### src/rtl/ram_scan_reader.sv
// ram_scan_reader
//   Read-side companion for the single-port RAM demo. Sweeps every RAM address
//   in order, converts each word to decimal tens/units digits by repeated
//   subtraction (one subtract-by-10 per cycle) and holds the result for DWELL
//   cycles so the two 7-segment decoders can show it.
//
//   Parameters
//     DW      RAM data width (1..6, so the tens digit never exceeds 6)
//     AW      RAM address width; the sweep covers 2**AW words
//     RD_LAT  cycles from an address change until rd is valid (>= 1)
//     DWELL   cycles each result is held with valid=1 (>= 1)
//
//   Ports
//     clk, rst_n   clock (rising edge), asynchronous active-low reset
//     start        one-cycle request to begin a sweep (honoured only when idle)
//     stop         abort the sweep; back to idle on the next cycle
//     loop         1 = wrap to address 0 after the last word, 0 = single sweep
//     addr         RAM read address
//     rd           RAM read data
//     digit_high   tens digit of the displayed word
//     digit_low    units digit of the displayed word
//     valid        high while the digits for addr are being held
//     busy         high whenever the reader is not idle
//     done         one-cycle pulse when a single sweep finishes
//
//   Build option
//     RAM_SCAN_SKIP_ZERO_EN  when defined, a word read as 0 is not displayed:
//                            the reader advances straight to the next address
//                            (same wrap/done rules), valid stays low and the
//                            digits keep their previous value.
module ram_scan_reader #(
  parameter int DW     = 4,
  parameter int AW     = 2,
  parameter int RD_LAT = 1,
  parameter int DWELL  = 4
) (
  input  logic          clk,
  input  logic          rst_n,
  input  logic          start,
  input  logic          stop,
  input  logic          loop,
  output logic [AW-1:0] addr,
  input  logic [DW-1:0] rd,
  output logic [3:0]    digit_high,
  output logic [3:0]    digit_low,
  output logic          valid,
  output logic          busy,
  output logic          done
);

  // Remainder is at least 4 bits wide so the units digit can be taken directly.
  localparam int RW   = (DW < 4) ? 4 : DW;
  localparam int CMAX = (RD_LAT > DWELL) ? RD_LAT : DWELL;
  localparam int CW   = $clog2(CMAX + 1);
  localparam logic [AW-1:0] LAST_ADDR = '1;

  typedef enum logic [1:0] {IDLE, READ, CONV, HOLD} state_t;

  state_t        state, state_nx;
  logic [AW-1:0] addr_nx;
  logic [CW-1:0] cnt, cnt_nx;
  logic [3:0]    digit_high_nx, digit_low_nx;
  logic          valid_nx, done_nx;
  logic          adv;
  logic [RW-1:0] rem, rem_nx;
  logic [3:0]    tens, tens_nx;

  always_comb begin
    state_nx      = state;
    addr_nx       = addr;
    cnt_nx        = cnt;
    digit_high_nx = digit_high;
    digit_low_nx  = digit_low;
    valid_nx      = 1'b0;
    done_nx       = 1'b0;
    rem_nx        = rem;
    tens_nx       = tens;
    adv           = 1'b0;

    case (state)
      IDLE: begin
        if (start && !stop) begin
          state_nx = READ;
          addr_nx  = '0;
          cnt_nx   = '0;
        end
      end
      READ: begin
        if (cnt == CW'(RD_LAT - 1)) begin
          cnt_nx   = '0;
          rem_nx   = RW'(rd);
          tens_nx  = 4'd0;
          state_nx = CONV;
`ifdef RAM_SCAN_SKIP_ZERO_EN
          if (rd == '0) adv = 1'b1;
`endif
        end else begin
          cnt_nx = cnt + 1'b1;
        end
      end
      CONV: begin
        if (rem >= RW'(10)) begin
          rem_nx  = rem - RW'(10);
          tens_nx = tens + 4'd1;
        end else begin
          state_nx      = HOLD;
          digit_high_nx = tens;
          digit_low_nx  = rem[3:0];
          valid_nx      = 1'b1;
          cnt_nx        = '0;
        end
      end
      HOLD: begin
        if (cnt == CW'(DWELL - 1)) begin
          adv = 1'b1;
        end else begin
          cnt_nx   = cnt + 1'b1;
          valid_nx = 1'b1;
        end
      end
      default: state_nx = IDLE;
    endcase

    // Step to the next word: either after a full HOLD or after a skipped zero.
    if (adv) begin
      cnt_nx = '0;
      if (addr != LAST_ADDR) begin
        addr_nx  = addr + 1'b1;
        state_nx = READ;
      end else begin
        addr_nx = '0;
        if (loop) begin
          state_nx = READ;
        end else begin
          state_nx = IDLE;
          done_nx  = 1'b1;
        end
      end
    end

    // stop overrides everything else but leaves the displayed digits alone.
    if (stop && state != IDLE) begin
      state_nx      = IDLE;
      addr_nx       = '0;
      cnt_nx        = '0;
      valid_nx      = 1'b0;
      done_nx       = 1'b0;
      digit_high_nx = digit_high;
      digit_low_nx  = digit_low;
    end
  end

  always_ff @(posedge clk or negedge rst_n) begin
    if (!rst_n) begin
      state      <= IDLE;
      addr       <= '0;
      cnt        <= '0;
      digit_high <= 4'd0;
      digit_low  <= 4'd0;
      valid      <= 1'b0;
      busy       <= 1'b0;
      done       <= 1'b0;
    end else begin
      state      <= state_nx;
      addr       <= addr_nx;
      cnt        <= cnt_nx;
      digit_high <= digit_high_nx;
      digit_low  <= digit_low_nx;
      valid      <= valid_nx;
      busy       <= (state_nx != IDLE);
      done       <= done_nx;
    end
  end

  // Conversion datapath; always reloaded in READ before it is used.
  always_ff @(posedge clk) begin
    rem  <= rem_nx;
    tens <= tens_nx;
  end

  always @(posedge clk) begin
    if (rst_n && valid) begin
      assert (digit_low <= 4'd9);
      if (DW <= 6) assert (digit_high <= 4'd6);
    end
  end

endmodule

### config.mk
export PLATFORM = sky130hd
export DESIGN_NAME = ram_scan_reader
export DESIGN_NICKNAME = d
export VERILOG_FILES = /design/src/rtl/ram_scan_reader.sv
export SDC_FILE = /design/constraint.sdc
export NUM_CORES = 1
export LEC_CHECK = 0
export ABC_AREA = 1
export ABC_CLOCK_PERIOD_IN_PS = 2550
export CAP_MARGIN = 40
export CORE_AREA = 2 2 52 54
export DETAILED_ROUTE_END_ITERATION = 8
export DIE_AREA = 0 0 54 56
export GPL_ROUTABILITY_DRIVEN = 0
export PLACE_DENSITY = 0.84
export SETUP_SLACK_MARGIN = 0.1
export SKIP_LAST_GASP = 1
export SLEW_MARGIN = 20
export SYNTH_ARGS = -nofsm -noshare
export SYNTH_HDL_FRONTEND = slang
export SYNTH_SLANG_ARGS = --single-unit
### constraint.sdc
create_clock -name clk -period 2.55 [get_ports clk]
set_input_delay 0.3825 -clock clk [delete_from_list [all_inputs] [get_ports clk]]
set_output_delay 0.3825 -clock clk [all_outputs]
set_load 0.01 [all_outputs]
# Word-level counts from Yosys, hierarchy flattened
# Index checks and enable logic that the tools add are counted.
[classes] add_sub_neg=4 n_mul=0 div=0 n_lt_le_gt_ge=1 eq_ne=10 n_shift=0 n_mux=36 n_bitwise=2 n_reduce_logical=14
[op_table] cell="$mux 2" count=10
[op_table] cell="$mux 3" count=6
[op_table] cell="$mux 4" count=4
[op_table] cell="$pmux 4 s2" count=2
[op_table] cell="$ne 4x4->1 const B" count=3
[op_table] cell="$pmux 3 s4" count=1
[op_table] cell="$mux 1" count=11
[op_table] cell="$reduce_and 3->1" count=3
[op_table] cell="$ne 2x2->1 const B" count=3
[op_table] cell="$pmux 2 s3" count=1
[op_table] cell="$reduce_bool 2->1" count=3
[op_table] cell="$reduce_bool 3->1" count=2
[op_table] cell="$add 4x1->4 const B" count=1
[op_table] cell="$eq 2x2->1 const B" count=2
[op_table] cell="$ge 4x4->1 const B" count=1
[op_table] cell="$sub 4x4->4 const B" count=1
[op_table] cell="$add 3x1->3 const B" count=1
[op_table] cell="$eq 3x2->1 const B" count=1
[op_table] cell="$logic_not 3->1" count=1
[op_table] cell="$add 2x1->2 const B" count=1
[op_table] cell="$eq 2x1->1 const B" count=1
[op_table] cell="$logic_and 1x1->1" count=2
[op_table] cell="$logic_not 2->1" count=1
[op_table] cell="$not 1->1" count=2
[op_table] cell="other kinds (3)" count=3
[word_totals] ff_bits=26 latch_bits=0 mem_bits_rw=0 mem_bits_ro=0 input_bits=9 wordCells=77 memories=0

# Longest topological paths before layout
[depth] depth_word=7 mapped_depth=8

# Worst setup path before layout
# OpenSTA, ideal clock, no wires.
[synth_timing] kind="reg2reg" startpoint="register cnt[0]" endpoint="register rem[1] (enable)" arrival_time_ns=1.242 required_ns=2.169 slack_ns=0.927 stages_incl_launch_ff=5 path_cell_list="dfrtp_1 > inv_1 > ha_1 > nand2_1 > o21ai_0"
[synth_between] elab_chain_cells=3
[synth_lines] element="from (decl)" line="61" rtl="logic [CW-1:0] cnt, cnt_nx;"
[synth_lines] element="from (signal assigned)" line="166" rtl="cnt <= cnt_nx;"
[synth_lines] element="$logic_not 3->1" line="89" rtl="if (cnt == CW'(RD_LAT - 1)) begin"
[synth_lines] element="$ne 2x2->1 (no source line)"
[synth_lines] element="$reduce_and 3->1 (no source line)"
[synth_lines] element="to (signal assigned)" line="177" rtl="rem <= rem_nx;"
[synth_lines] element="to (decl)" line="65" rtl="logic [RW-1:0] rem, rem_nx;"
# No other way between the ends.
# A chain may end at the register's enable or synchronous reset.

# Worst setup path after layout
[layout_timing] startpoint="register addr[1]" endpoint="output addr[1]"
[layout_rtl] element="from (decl)" line="42" rtl="output logic [AW-1:0] addr,"
[layout_rtl] element="from (signal assigned)" line="165" rtl="addr <= addr_nx;"
# No word-level cell between the ends.

==> impl_results.md <==
- Worst EP arrival: between 1 and 1.5 ns
- R2r setup slk: around 0.96 ns
- Crit share post-route: about two thirds
- Worst IR Drop VDD: about 0.6 mV
- Seq cells post-synth: 26
- # hold bufs at CTS: 0
- Slew headroom: between 70% and 80%
- Num rows: 18
- Storage cell area: 691 um2
- Worst-case clock skew: 0.00199 ns
- DR iter-0 viols: 25
- Clk sinks: 26
- Critical path depth in cells: 1
- Reg2reg start: cnt[0]
- Max Slew Vio Count: 0
- Detail Route Antenna Nets: 0
- Clock slew at reported path FFs: approximately 0.14 ns
- Measured slew at the worst slew-check pin: a little under 0.4 ns
- Crit Path Class: flop to output port
- Routed wire length: approximately 2400 um
- Vias in the first global route: around 940
- Fmax: 0.601 GHz
- Largest stage delay on the critical path: ~0.56 ns
- Vias per cell: 5.22
- WP buf/inv: 1
- Cell Chain, Critical Path: clkdlybuf4s50_1
- PwrDens: between 1000 and 1500 nW/um2
- Syn_area_per_cell: a little over 9 um2
- CTS Buf Count: 3
- Setup violations, final: 0
- Number of setup buffers added after CTS: 0
- Starting Density: between 50 and 60%
- Worst-Skew Late Latency: about 0.32 ns
- Final nets: between 150 and 200
- Total grt overflow: 0
- Port bufs: 21
- Critical path startpoint: addr[1]
- Tot GR Track Use: ~17%
- Yosys warning total: 0
- Clock Path Buffers: 2
- Chip Height: 56 um
- Critical path's slowest cell: clkdlybuf4s50_1
- Max Cap Viol: 0
- N_diodes: 0
- Register area share after synthesis: a little over half
- First-pass GRT wire length: 3970 um
- Root buf cell: clkbuf_4
- Hold Fails Final Rpt: 0
- Die X: approximately 54 um
- Status: complete, no violations
- Pin count of the biggest net entering global routing: 19
- Syn Nets: 153
- Utilization after layout: a little under two thirds
- DIE AREA: 3020 um2
- Fill count: approximately 200
- Final Total Pwr: 1.67 mW
- Layout Area Growth over Synthesis: 21.7%
- HPWL after DPL: ~1800 um
- CTS tree: built
- DRC Markers: 0
- Worst R2R End: cnt[2]
- Post-layout min period: approximately 1.7 ns
- Leakage power: around 0.76 nW
- Pre-antenna DRT Iters: 4
- Ratio of cells with drive above 1 in the final layout: approximately a tenth
- Required @ worst endpoint: approximately 2.2 ns
- Unrepaired setup endpoints after global routing: no
- Capture point of the critical path: addr[1]
- Vias: 1002
- Synth Cell Area: 1280 um2
- Io pins: 22
- Distinct cell type count after synthesis: 23
- WL/cell: around 12 um
- Crit-path leading delay family: buffers and inverters
- Initial antenna violation count: 0
- Cts repair resizes: 0
- H-tree level count: 1
- Min-Delay Path Class: input port to asynchronous set/reset pin
- Setup TNS: 0 ns
- Worst setup SP type: flop
- Area occupied by multi-input gates: around 500 um2
- Cells after synthesis: around 140
- Placeable core area: approximately 2400 um2
- Worst reg2reg path depth: 7
- Crit end category: output port
- Largest fanout on the critical path: 3
[cells by family after synthesis]
family	count (synthesis)	share of synthesized area, %
simple gates	68	24.5
buf+inv	21	7.06
xor+xnor	2	1.37
flops	26	54.1
fa+ha+maj	6	5.88
compound gates	15	7.06
[cells in the mapped netlist (all sizes together)]
cell type | count | share of area, %
ha | 6 | 5.9
nor2 | 14 | 6.0
dfrtp | 18 | 35
o21ai | 14 | 6.7
nand3 | 15 | 5.9
xnor2 | 1 | 0.69
buf | 3 | 1.6
or2 | 1 | 0.49
edfxtp | 8 | 19
inv | 18 | 5.5
xor2 | 1 | 0.69
nor3 | 2 | 0.78
a21oi | 1 | 0.39
nand2 | 36 | 11
[area by class of cell]
type | instances | share of cell area, %
Multi-Input combinational cell | 91 | 31.9
Sequential cell | 26 | 44.5
Clock inverter | 1 | 0.242
Tap cell | 30 | 2.42
Timing Repair Buffer | 23 | 15.0
Clock buffer | 3 | 1.45
Inverter | 18 | 4.51
[registers in the layout (all words and copies together), names as in the netlist]
name        flops
digit_low       4
state           2
valid           1
addr            2
busy            1
tens            4
digit_high      4
done            1
rem             4
cnt             3
[through the flow]
stage,instance area (um2),hold WS (ns),setup WS [ns],instances
final,1550,0.279,0.886,192
after global placement,1510,0.454,0.870,187
after detailed placement,1510,0.469,0.816,187
after floorplan,1280,0.0869,0.927,138
after global routing,1550,0.289,0.833,192
after CTS,1540,0.502,0.885,191
[per-layer routing]
metal,vias to the layer above,wire length [um],GRT usage [%]
li1,490,-,-
met1,481,1080,23.2
met2,24,1170,27.9
met3,7,74,1.61
met4,0,60,8.57
met5,-,0,0
[worst min-delay path by stage]
stage | startpoint | end | slack, ns | cells past startpoint
4_1_cts | digit_low[0] | digit_low[0] | 0.50 | 2
3_3_place_gp | cnt[2] | cnt[2] | 0.45 | 2
6_report | rst_n | digit_low[3] | 0.28 | 1
3_5_place_dp | digit_low[0] | digit_low[0] | 0.47 | 2
5_1_grt | rst_n | digit_low[3] | 0.29 | 1
2_1_floorplan | rst_n | addr[0] | 0.09 | 0
[cell usage in the layout, fill, tap and decap left out, drive strengths merged]
cell           Yosys  layout
nor3               2       2
or2                1       1
clkdlybuf4s50      0      21
nor2              14      14
o21ai             14      14
buf                3       2
inv               18      18
a21oi              1       1
edfxtp             8       8
clkinv             0       1
clkbuf             0       3
xor2               1       1
dfrtp             18      18
xnor2              1       1
ha                 6       6
nand3             15      15
nand2             36      36
[power breakdown]
part / internal (mW) / switching, mW / leakage, nW
registers: 0.624 / 0.117 / 0.311
clock network: 0.0575 / 0.125 / 0.0154
logic: 0.318 / 0.428 / 0.433
No activity file was read; power rests on OpenSTA's default activity.
